`src/rtl/alu_pkg.sv`:
```
// alu_pkg: ALU control codes, RV32I opcode/funct constants and issue-buffer entry type.
package alu_pkg;
   typedef enum logic [3:0] {
      CTL_AND, CTL_OR, CTL_XOR, CTL_ADD, CTL_SUB,
      CTL_SLL, CTL_SRL, CTL_SRA, CTL_SLT, CTL_SLTU
   } ctl_e;
   localparam logic [6:0] OPC_OP    = 7'b0110011;
   localparam logic [6:0] OPC_OPIMM = 7'b0010011;
   localparam logic [6:0] OPC_LUI   = 7'b0110111;
   localparam logic [6:0] OPC_AUIPC = 7'b0010111;
   localparam logic [6:0] F7_BASE   = 7'b0000000;
   localparam logic [6:0] F7_ALT    = 7'b0100000;
   typedef struct packed {
      logic [31:0] a;
      logic [31:0] b;
      ctl_e        ctl;
      logic [4:0]  rd;
   } entry_t;
   // alt selects SUB/SRA in the two funct3 slots that have an alternate form
   function automatic ctl_e f3_ctl(input logic [2:0] f3, input logic alt);
      case (f3)
         3'b000:  return alt ? CTL_SUB : CTL_ADD;
         3'b001:  return CTL_SLL;
         3'b010:  return CTL_SLT;
         3'b011:  return CTL_SLTU;
         3'b100:  return CTL_XOR;
         3'b101:  return alt ? CTL_SRA : CTL_SRL;
         3'b110:  return CTL_OR;
         default: return CTL_AND;
      endcase
   endfunction
endpackage

```
`src/rtl/alu_issue_if.sv`:
```
// alu_issue_if: upstream/downstream handshake bundle of alu_issue.
// ALU_ISSUE_FWD_EN adds the writeback forwarding inputs.
interface alu_issue_if #(parameter int DATA_WIDTH = 32);
   logic                  in_valid, in_ready;
   logic [31:0]           in_instr, in_pc, in_rs1_data, in_rs2_data;
   logic                  flush;
   logic                  out_valid, out_ready;
   logic [DATA_WIDTH-1:0] out_a, out_b;
   logic [3:0]            out_ctl;
   logic [4:0]            out_rd;
   logic                  illegal;
`ifdef ALU_ISSUE_FWD_EN
   logic                  fwd_valid;
   logic [4:0]            fwd_rd;
   logic [31:0]           fwd_data;
`endif
   modport slave(
      input in_valid, in_instr, in_pc, in_rs1_data, in_rs2_data, flush, out_ready,
`ifdef ALU_ISSUE_FWD_EN
      fwd_valid, fwd_rd, fwd_data,
`endif
      output in_ready, out_valid, out_a, out_b, out_ctl, out_rd, illegal
   );
   modport master(
      output in_valid, in_instr, in_pc, in_rs1_data, in_rs2_data, flush, out_ready,
`ifdef ALU_ISSUE_FWD_EN
      fwd_valid, fwd_rd, fwd_data,
`endif
      input in_ready, out_valid, out_a, out_b, out_ctl, out_rd, illegal
   );
endinterface

```
`src/rtl/alu_issue_decode.sv`:
```
// alu_issue_decode: combinational RV32I OP/OP-IMM/LUI/AUIPC decode into ALU operands and control.
module alu_issue_decode
   import alu_pkg::*;
(
   input  logic [31:0] instr,
   input  logic [31:0] pc,
   input  logic [31:0] rs1,
   input  logic [31:0] rs2,
   output entry_t      e,
   output logic        illegal
);
   logic [6:0] opc, f7;
   logic [2:0] f3;
   logic       is_op, is_imm, is_lui, is_auipc, shift, op_ok, imm_ok;
   assign opc      = instr[6:0];
   assign f3       = instr[14:12];
   assign f7       = instr[31:25];
   assign is_op    = opc == OPC_OP;
   assign is_imm   = opc == OPC_OPIMM;
   assign is_lui   = opc == OPC_LUI;
   assign is_auipc = opc == OPC_AUIPC;
   assign shift    = f3[1:0] == 2'b01;
   assign op_ok    = f7 == F7_BASE || (f7 == F7_ALT && (f3 == 3'b000 || f3 == 3'b101));
   // only immediate shifts reuse the funct7 field; other OP-IMM forms carry imm bits there
   assign imm_ok   = !shift || f7 == F7_BASE || (f3 == 3'b101 && f7 == F7_ALT);
   assign illegal  = !((is_op && op_ok) || (is_imm && imm_ok) || is_lui || is_auipc);
   always_comb begin
      e.a   = is_lui ? 32'd0 : is_auipc ? pc : rs1;
      e.b   = is_op ? rs2 :
              is_imm ? (shift ? {27'd0, instr[24:20]} : {{20{instr[31]}}, instr[31:20]}) :
              {instr[31:12], 12'd0};
      e.ctl = (is_lui || is_auipc) ? CTL_ADD : f3_ctl(f3, is_op ? f7[5] : shift & f7[5]);
      e.rd  = instr[11:7];
   end
endmodule

```
`src/rtl/alu_issue.sv`:
```
// alu_issue: decode RV32I ALU instructions into a DEPTH-entry FIFO feeding the ALU stage.
// ALU_ISSUE_FWD_EN enables operand forwarding from fwd_valid/fwd_rd/fwd_data at acceptance.
module alu_issue
   import alu_pkg::*;
#(
   parameter int DATA_WIDTH = 32,
   parameter int DEPTH      = 2
) (
   input logic       clk,
   input logic       rst_n,
   alu_issue_if.slave bus
);
   localparam int PW = $clog2(DEPTH);
   localparam int CW = PW + 1;
   localparam logic [CW-1:0] FULL = CW'(DEPTH);
   logic [31:0]   rs1, rs2;
   entry_t        dec, head;
   entry_t        mem [DEPTH];
   logic          dec_ill, acc, push, pop, rdy_q, ill_q;
   logic [PW-1:0] wp, rp;
   logic [CW-1:0] cnt, cnt_n;
`ifdef ALU_ISSUE_FWD_EN
   logic hit, fwd_op, fwd_imm;
   assign hit     = bus.fwd_valid && bus.fwd_rd != 5'd0;
   assign fwd_op  = bus.in_instr[6:0] == OPC_OP;
   assign fwd_imm = bus.in_instr[6:0] == OPC_OPIMM;
   assign rs1 = hit && (fwd_op || fwd_imm) && bus.fwd_rd == bus.in_instr[19:15] ? bus.fwd_data : bus.in_rs1_data;
   assign rs2 = hit && fwd_op && bus.fwd_rd == bus.in_instr[24:20] ? bus.fwd_data : bus.in_rs2_data;
`else
   assign rs1 = bus.in_rs1_data;
   assign rs2 = bus.in_rs2_data;
`endif
   alu_issue_decode u_dec (
      .instr(bus.in_instr), .pc(bus.in_pc), .rs1(rs1), .rs2(rs2),
      .e(dec), .illegal(dec_ill)
   );
   // flush wins over every same-cycle transfer
   assign acc   = bus.in_valid && rdy_q;
   assign push  = acc && !dec_ill && !bus.flush;
   assign pop   = bus.out_valid && bus.out_ready && !bus.flush;
   assign cnt_n = bus.flush ? '0 : cnt + CW'(push) - CW'(pop);
   always_ff @(posedge clk or negedge rst_n)
      if (!rst_n) begin
         cnt   <= '0;
         wp    <= '0;
         rp    <= '0;
         rdy_q <= 1'b1;
         ill_q <= 1'b0;
      end else begin
         cnt   <= cnt_n;
         wp    <= bus.flush ? '0 : push ? wp + PW'(1) : wp;
         rp    <= bus.flush ? '0 : pop ? rp + PW'(1) : rp;
         rdy_q <= cnt_n < FULL;
         ill_q <= acc && dec_ill && !bus.flush;
      end
   always_ff @(posedge clk)
      if (push) mem[wp] <= dec;
   // payload is forced to zero whenever nothing valid is presented
   assign head          = mem[rp];
   assign bus.in_ready  = rdy_q;
   assign bus.illegal   = ill_q;
   assign bus.out_valid = cnt != '0;
   assign bus.out_a     = bus.out_valid ? DATA_WIDTH'(head.a) : '0;
   assign bus.out_b     = bus.out_valid ? DATA_WIDTH'(head.b) : '0;
   assign bus.out_ctl   = bus.out_valid ? head.ctl : 4'd0;
   assign bus.out_rd    = bus.out_valid ? head.rd : 5'd0;
endmodule

```
`src/flat_wrapper.sv`:
```
// flat-port wrapper written by rule: the top's interface ports become plain ports
module alu_issue_flat import alu_pkg::*;
#(
   parameter int DATA_WIDTH = 32,
   parameter int DEPTH      = 2
)
  (clk, rst_n, bus_in_valid, bus_in_instr, bus_in_pc, bus_in_rs1_data, bus_in_rs2_data, bus_flush, bus_out_ready, bus_in_ready, bus_out_valid, bus_out_a, bus_out_b, bus_out_ctl, bus_out_rd, bus_illegal);
  alu_issue_if #(.DATA_WIDTH(DATA_WIDTH)) bus_i ();
  input logic clk;
  input logic rst_n;
  input wire logic [$bits(bus_i.in_valid)-1:0] bus_in_valid;
  input wire logic [$bits(bus_i.in_instr)-1:0] bus_in_instr;
  input wire logic [$bits(bus_i.in_pc)-1:0] bus_in_pc;
  input wire logic [$bits(bus_i.in_rs1_data)-1:0] bus_in_rs1_data;
  input wire logic [$bits(bus_i.in_rs2_data)-1:0] bus_in_rs2_data;
  input wire logic [$bits(bus_i.flush)-1:0] bus_flush;
  input wire logic [$bits(bus_i.out_ready)-1:0] bus_out_ready;
  output wire logic [$bits(bus_i.in_ready)-1:0] bus_in_ready;
  output wire logic [$bits(bus_i.out_valid)-1:0] bus_out_valid;
  output wire logic [$bits(bus_i.out_a)-1:0] bus_out_a;
  output wire logic [$bits(bus_i.out_b)-1:0] bus_out_b;
  output wire logic [$bits(bus_i.out_ctl)-1:0] bus_out_ctl;
  output wire logic [$bits(bus_i.out_rd)-1:0] bus_out_rd;
  output wire logic [$bits(bus_i.illegal)-1:0] bus_illegal;
  assign bus_i.in_valid = bus_in_valid;
  assign bus_i.in_instr = bus_in_instr;
  assign bus_i.in_pc = bus_in_pc;
  assign bus_i.in_rs1_data = bus_in_rs1_data;
  assign bus_i.in_rs2_data = bus_in_rs2_data;
  assign bus_i.flush = bus_flush;
  assign bus_i.out_ready = bus_out_ready;
  assign bus_in_ready = bus_i.in_ready;
  assign bus_out_valid = bus_i.out_valid;
  assign bus_out_a = bus_i.out_a;
  assign bus_out_b = bus_i.out_b;
  assign bus_out_ctl = bus_i.out_ctl;
  assign bus_out_rd = bus_i.out_rd;
  assign bus_illegal = bus_i.illegal;
  alu_issue #(.DATA_WIDTH(DATA_WIDTH), .DEPTH(DEPTH)) u_core (.clk(clk), .rst_n(rst_n), .bus(bus_i));
endmodule
```
`config.mk`:
```
export PLATFORM = sky130hd
export DESIGN_NAME = alu_issue_flat
export DESIGN_NICKNAME = d
export VERILOG_FILES = /design/src/rtl/alu_pkg.sv /design/src/rtl/alu_issue_if.sv /design/src/rtl/alu_issue_decode.sv /design/src/rtl/alu_issue.sv /design/src/flat_wrapper.sv
export SDC_FILE = /design/constraint.sdc
export NUM_CORES = 1
export LEC_CHECK = 0
export CAP_MARGIN = 20
export CORE_MARGIN = 10
export CORE_UTILIZATION = 52
export CTS_CLUSTER_SIZE = 14
export DETAILED_ROUTE_END_ITERATION = 6
export PLACE_DENSITY = 0.85
export SLEW_MARGIN = 20
export SYNTH_ARGS = -nofsm -noshare
export SYNTH_HDL_FRONTEND = slang
export SYNTH_HIERARCHICAL = 1
export SYNTH_SLANG_ARGS = --single-unit
```
`constraint.sdc`:
```
create_clock -name clk -period 14.9 [get_ports clk]
set_input_delay 2.98 -clock clk [delete_from_list [all_inputs] [get_ports clk]]
set_output_delay 2.98 -clock clk [all_outputs]
set_load 0.05 [all_outputs]
```
=== Yosys cells after proc, flatten, opt, wreduce, memory -nomap -nowiden ===
Memories as Yosys holds them, arrays and structs flattened.
Index checks and enable logic that the tools add are counted.
W data, S select, Z words.

* Register bits: 6
* Memory bits (writable): 146
* Input port bits: 133
* Output and inout bits: 76
* Logic and storage cells: 72
* Memories: 1

* Add/subtract/negate cells: 4
* Magnitude comparators: 1
* Eq/ne operators: 12
* Multiplexer cells: 21
* Bitwise gates (word level): 1
* Reduce and logical (&&, ||, !) cells: 27

{| class="wikitable"
|+ Memory list
! memory !! words !! width !! read ports !! clocked after memory_dff !! wr ports !! line !! text
|-
| u_core.mem || 2 || 73 || 1 || 0 || 1 || alu_issue.sv:18 || <nowiki>entry_t mem [DEPTH];</nowiki>
|}

{| class="wikitable"
|+ Operator list
! cell !! number
|-
| $mux W32 || 7
|-
| $pmux W4 S7 || 1
|-
| $eq A7 B6 Y1 const B || 3
|-
| $eq A7 B5 Y1 const B || 2
|-
| $logic_and A1 B1 Y1 || 11
|-
| $eq A3 B3 Y1 const B || 3
|-
| $logic_or A1 B1 Y1 || 8
|-
| $mux W1 || 8
|-
| $mux W4 || 2
|-
| $logic_not A7 Y1 || 1
|-
| $eq A3 B2 Y1 const B || 2
|-
| $reduce_bool A2 Y1 || 3
|-
| $mux W5 || 1
|-
| $eq A3 B1 Y1 const B || 1
|-
| $logic_not A1 Y1 || 3
|-
| $logic_not A3 Y1 || 1
|-
| $mux W3 || 1
|-
| $add A1 B1 Y1 const B || 2
|-
| $add A2 B1 Y2 || 1
|-
| $eq A2 B1 Y1 const B || 1
|-
| $lt A2 B2 Y1 const B || 1
|-
| $mux W2 || 1
|-
| $sub A2 B1 Y2 || 1
|-
| $and A1 B1 Y1 || 1
|}

=== Longest topological paths before layout ===
* Depth in word-level cells: 14
* Depth in mapped cells: 8
* Depth with buffers taken out: 8

=== By module ===
Netlist, hierarchy kept.

{| class="wikitable"
|+ By module, submodules not included
! module !! instances !! cells an instance !! area an instance (µm²) !! seq. area each (µm²)
|-
| alu_issue || 1 || 340 || 5899.4 || 4535.6
|-
| alu_issue_decode || 1 || 236 || 1355.0 || 0.0
|}

=== Worst setup path before layout ===
No wires, ideal clock.

* Path kind: input port to flip-flop
* Start: input bus_in_instr[28]
* End: memory u_core/mem[0][0] (netlist bit), enable pin
* Library setup time: 0.594 ns
* Arrival time: 9.027 ns
* Data required time: 14.306 ns
* Slack: 5.279 ns
* Stages on the path: 6
* Buffers on the path: 0
* Cells stage by stage: or4_1 -> nor3_1 -> o31ai_1 -> a31o_1 -> nand3b_1 -> nor3_1

* Longest elaborated chain between the ends: 11
* Elaborated cells on any way between the ends: 16
* Those cells by class: 1 x eq/ne; 2 x mux; 13 x reduce/logical

{| class="wikitable"
|+ RTL lines
! element !! line !! text
|-
| start: declaration || flat_wrapper.sv:12 || <nowiki>input wire logic [$bits(bus_i.in_instr)-1:0] bus_in_instr;</nowiki>
|-
| $eq A7 B6 Y1 or $logic_not A7 Y1 (tied branches) || alu_issue_decode.sv:23, alu_issue_decode.sv:25 ||
|-
| $logic_and A1 B1 Y1, or another cell as far along || alu_issue_decode.sv:23 || <nowiki>assign op_ok = f7 == F7_BASE || (f7 == F7_ALT && (f3 == 3'b000 || f3 == 3'b101));</nowiki>
|-
| $logic_or A1 B1 Y1, on equally long branches || alu_issue_decode.sv:23, alu_issue_decode.sv:25 ||
|-
| $logic_and A1 B1 Y1 || alu_issue_decode.sv:26 || <nowiki>assign illegal = !((is_op && op_ok) || (is_imm && imm_ok) || is_lui || is_auipc);</nowiki>
|-
| $logic_or A1 B1 Y1 (*) (3 in a row) || alu_issue_decode.sv:26 ||
|-
| $logic_and A1 B1 Y1 (*) (2 in a row) || alu_issue.sv:39 || <nowiki>assign push = acc && !dec_ill && !bus.flush;</nowiki>
|-
| $mux W1 (*) || alu_issue.sv:57 || <nowiki>if (push) mem[wp] <= dec;</nowiki>
|-
| $mux W1 (implied by the code) (*) || alu_issue.sv:57 ||
|-
| end: declaration || alu_issue.sv:18 ||
|}

Mark *: on every way between the ends. The rest lies on a longest branch, timed or not.

=== Worst setup path in the final report ===
* Start: register u_core.rp
* End: output bus_out_b[23]

* Longest elaborated chain between the ends: 2

{| class="wikitable"
|+ RTL lines
! element !! line !! text
|-
| start: declaration || alu_issue.sv:20 || <nowiki>logic [PW-1:0] wp, rp;</nowiki>
|-
| start signal: assignment || alu_issue.sv:52 || <nowiki>rp <= bus.flush ? '0 : pop ? rp + PW'(1) : rp;</nowiki>
|-
| $mem_v2 Z2 W73 || -- ||
|-
| $mux W32 || alu_issue.sv:64 || <nowiki>assign bus.out_b = bus.out_valid ? DATA_WIDTH'(head.b) : '0;</nowiki>
|-
| end: declaration || flat_wrapper.sv:21 || <nowiki>output wire logic [$bits(bus_i.out_b)-1:0] bus_out_b;</nowiki>
|}

Every way passes these cells.

==> impl_metrics.toml <==
[logic_synthesis]
yosysTopAreaCell = "edfxtp_1"
synth_top_area_share_pct = 60.4
async_flop_share_pct = 3.95
seq_area_frac_synth_pct = 62.5
synth_nets = 711
yosysWarningCount = 6
syn_area_per_cell_um2 = 12.6
synthCells = 576
yosysUniqueCellTypes = 41
synth_area_leaders = "edfxtp_1 60%, mux2i_1 11%, nor2_1 4.8%, nand3b_1 3.4%, o21ai_0 2.4%"
synth_enable_flop_cells = 146
synth_area_mm2 = 0.00725
ys_ff_latch = 152
synthFlopType = "edfxtp_1"

[placement]
port_buffers = 208
place_inst = 927
place_hpwl_mm = 13.0
gp_congestion = 0.804

[critical_path]
path_cells = "buf_4 > mux2i_1 > nor2_1 > clkdlybuf4s50_1"
cp_slowest_cell = "clkdlybuf4s50_1"
crit_cells = 4
startpoint_type = "register"
worst_ep_arrival_time_ps = 3210
cp_top_family = "buffers and inverters"
r2r_cells = 2
max_stage_delay_ps = 850
worst-path-buf-inv = 2
critPathRequiredTime_ps = 11920
end_kind = "output port"
worst-path-max-fanout = 48
timing_worst_setup_path_type = "reg -> out"

[timing]
drv_slew = 0
min_period_ps = 6190
fin_tns_setup_ps = 0
max_slew_margin_pct = 28.2
clock_skew_ps = 10.9
tightest_slew_ps = 1080
period_share_pct = 41.6
max_freq_mhz = 162
finalHoldViolations = 0
rsz0062_at_grt = "false"
setup_viol = 0
hold_slack_ps = 589

[layout]
area_growth_syn_to_layout_pct = 36.3
fin_util_pct = 71.8
drive_above_1_share_pct = 7.57
antennaDiodeCount = 0
finalNonFillerCells = 959
fillers = 950
nNetsFinal = 901

[grt]
antenna_found_initial = 0
grt_pass1_wl_mm = 29.1
grt_util_all_layers_pct = 18.9
grt.overflow.total = 0
grt_max_degree = 74
first_global_vias = 5393

[floorplan]
dieArea_mm2 = 0.0191
fp.dieW_um = 138
ios = 209
die_y_um = 138
num_rows = 43
core-area_mm2 = 0.0138
initial_utilization_pct = 52.7

[cts]
cts_made_buffers = 17
clk-insertion-delay-late_ps = 410
cts_tree = "done"
cts_htree_levels = 4
cts_sinks = 152
post_cts_buffers = 0
cts-root-buf = "clkbuf_16"
clk_path_buf_depth = 2
ctsResizeCount = 0
cts_hold_buf = 0
clk_pin_slew_worst_paths_ps = 60

[detailed_routing]
wl_mm = 18.8
first_iter_violations = 442
route.vias.total = 5222
antenna_left = 0
drc_errors = 0
viasPerCell = 5.45
drt-pass1-iter-count = 5
detail_route.wl_per_cell_um = 19.6

[status]
status = "finished, final reports clean"

[power_and_ir_drop]
power.density_mw_per_mm2 = 99.8
ir_drop_mv = 0.0752
p_leak_uw = 0.00332
total_power_uw = 987

[hold_path]
whs_path_depth = 1
hold_class = "reg -> reg"

[job]
cap_viol_max_count = 0
[worst register-to-register path, stage by stage (launching register included)]
cell and delay, ps:
dfstp_2 560, and4bb_1 270, and2_4 830
[where the power goes]
part	total (µW)	internal, µW	leakage [µW]	switching (µW)
sequential	469	469	0.00140	0.625
combinational	77.8	43.4	0.00164	34.3
clock	440	280	0.000280	160
[sequential cells by signal (all words and copies together), names as in the netlist]
name,count
u_core/mem,146
u_core/cnt,2
u_core/bus.illegal,1
u_core/bus.in_ready,1
u_core/rp,1
u_core/wp,1
[metrics by stage]
step	cell area [µm²]	setup WS, ps
floorplan	7250	5280
global placement	9280	8670
detailed placement	9280	8610
CTS	9890	8720
global route	9890	8580
finish	9890	8710
[placed cells by master, fill, tap and decap left out, drive strengths merged, types with 2 or more instances in the layout]
cell / n
mux2i: 79
o311ai: 2
a22oi: 6
o21ai: 55
clkbuf: 20
clkinv: 2
clkdlybuf4s50: 207
edfxtp: 146
nand3b: 33
mux2: 2
nor2: 93
nor3: 5
clkinvlp: 5
buf: 8
bufinv: 4
nand2: 23
ha: 2
inv: 39
nor2b: 8
a21oi: 20
dfrtp: 5
[synth_stat cells, types with 8 or more instances]
cell type / instances
o21ai_1: 8
nand3b_1: 33
inv_1: 37
clkbuf_1: 9
o21ai_2: 12
buf_2: 16
a21oi_1: 20
nand2_1: 23
edfxtp_1: 146
nor2b_1: 8
o21ai_0: 35
mux2i_1: 79
nor2_1: 93
[layer usage]
layer / global-route usage [%] / vias up / share of wire (%) / routed length, µm
met4: 7.21 / 0 / 2.5 / 469
li1: - / 2445 / - / -
met3: 3.94 / 34 / 5.1 / 950
met2: 34.9 / 196 / 54 / 10200
met1: 20.8 / 2547 / 38 / 7150
met5: 0 / - / 0 / 0
[cells by family (layout without fill, tap and decap cells)]
| family | after synthesis | after routing | synth area share [%] |
|---|---|---|---|
| buffers and inverters | 82 | 285 | 6.95 |
| AOI/OAI and AO/OA | 89 | 89 | 7.31 |
| muxes | 81 | 81 | 11.2 |
| adders and majority gates | 2 | 2 | 0.345 |
| DFF | 152 | 152 | 62.5 |
| and+or+nand+nor | 169 | 169 | 11.5 |
| xor gates and xnor gates | 1 | 1 | 0.121 |
[area by class of cell]
class,instances,area (µm²),share of cell area (%)
clock buffer,20,437,4.41
sequential,152,4540,45.9
multi-input combinational,342,2240,22.7
clock inverter,12,175,1.77
tap,180,225,2.28
inverter,38,143,1.44
timing repair buffer,215,2130,21.5
[worst paths after layout]
| kind | startpoint | end | slack [ps] |
|---|---|---|---|
| setup / recovery | u_core/rp$_DFFE_PN0P_ | bus_out_b[23] | 8710 |
| hold / removal | u_core/bus.in_ready$_DFF_PN1_ | u_core/bus.illegal$_DFF_PN0_ | 590 |
| setup reg to reg | u_core/bus.in_ready$_DFF_PN1_ | u_core/mem[1][70]$_DFFE_PP_ | 12800 |
| hold reg to reg | u_core/bus.in_ready$_DFF_PN1_ | u_core/bus.illegal$_DFF_PN0_ | 590 |
| max in group asynchronous | rst_n | u_core/bus.in_ready$_DFF_PN1_ | 11810 |
| min in group asynchronous | rst_n | u_core/bus.illegal$_DFF_PN0_ | 2810 |
Power figures use the tool's default switching activity.
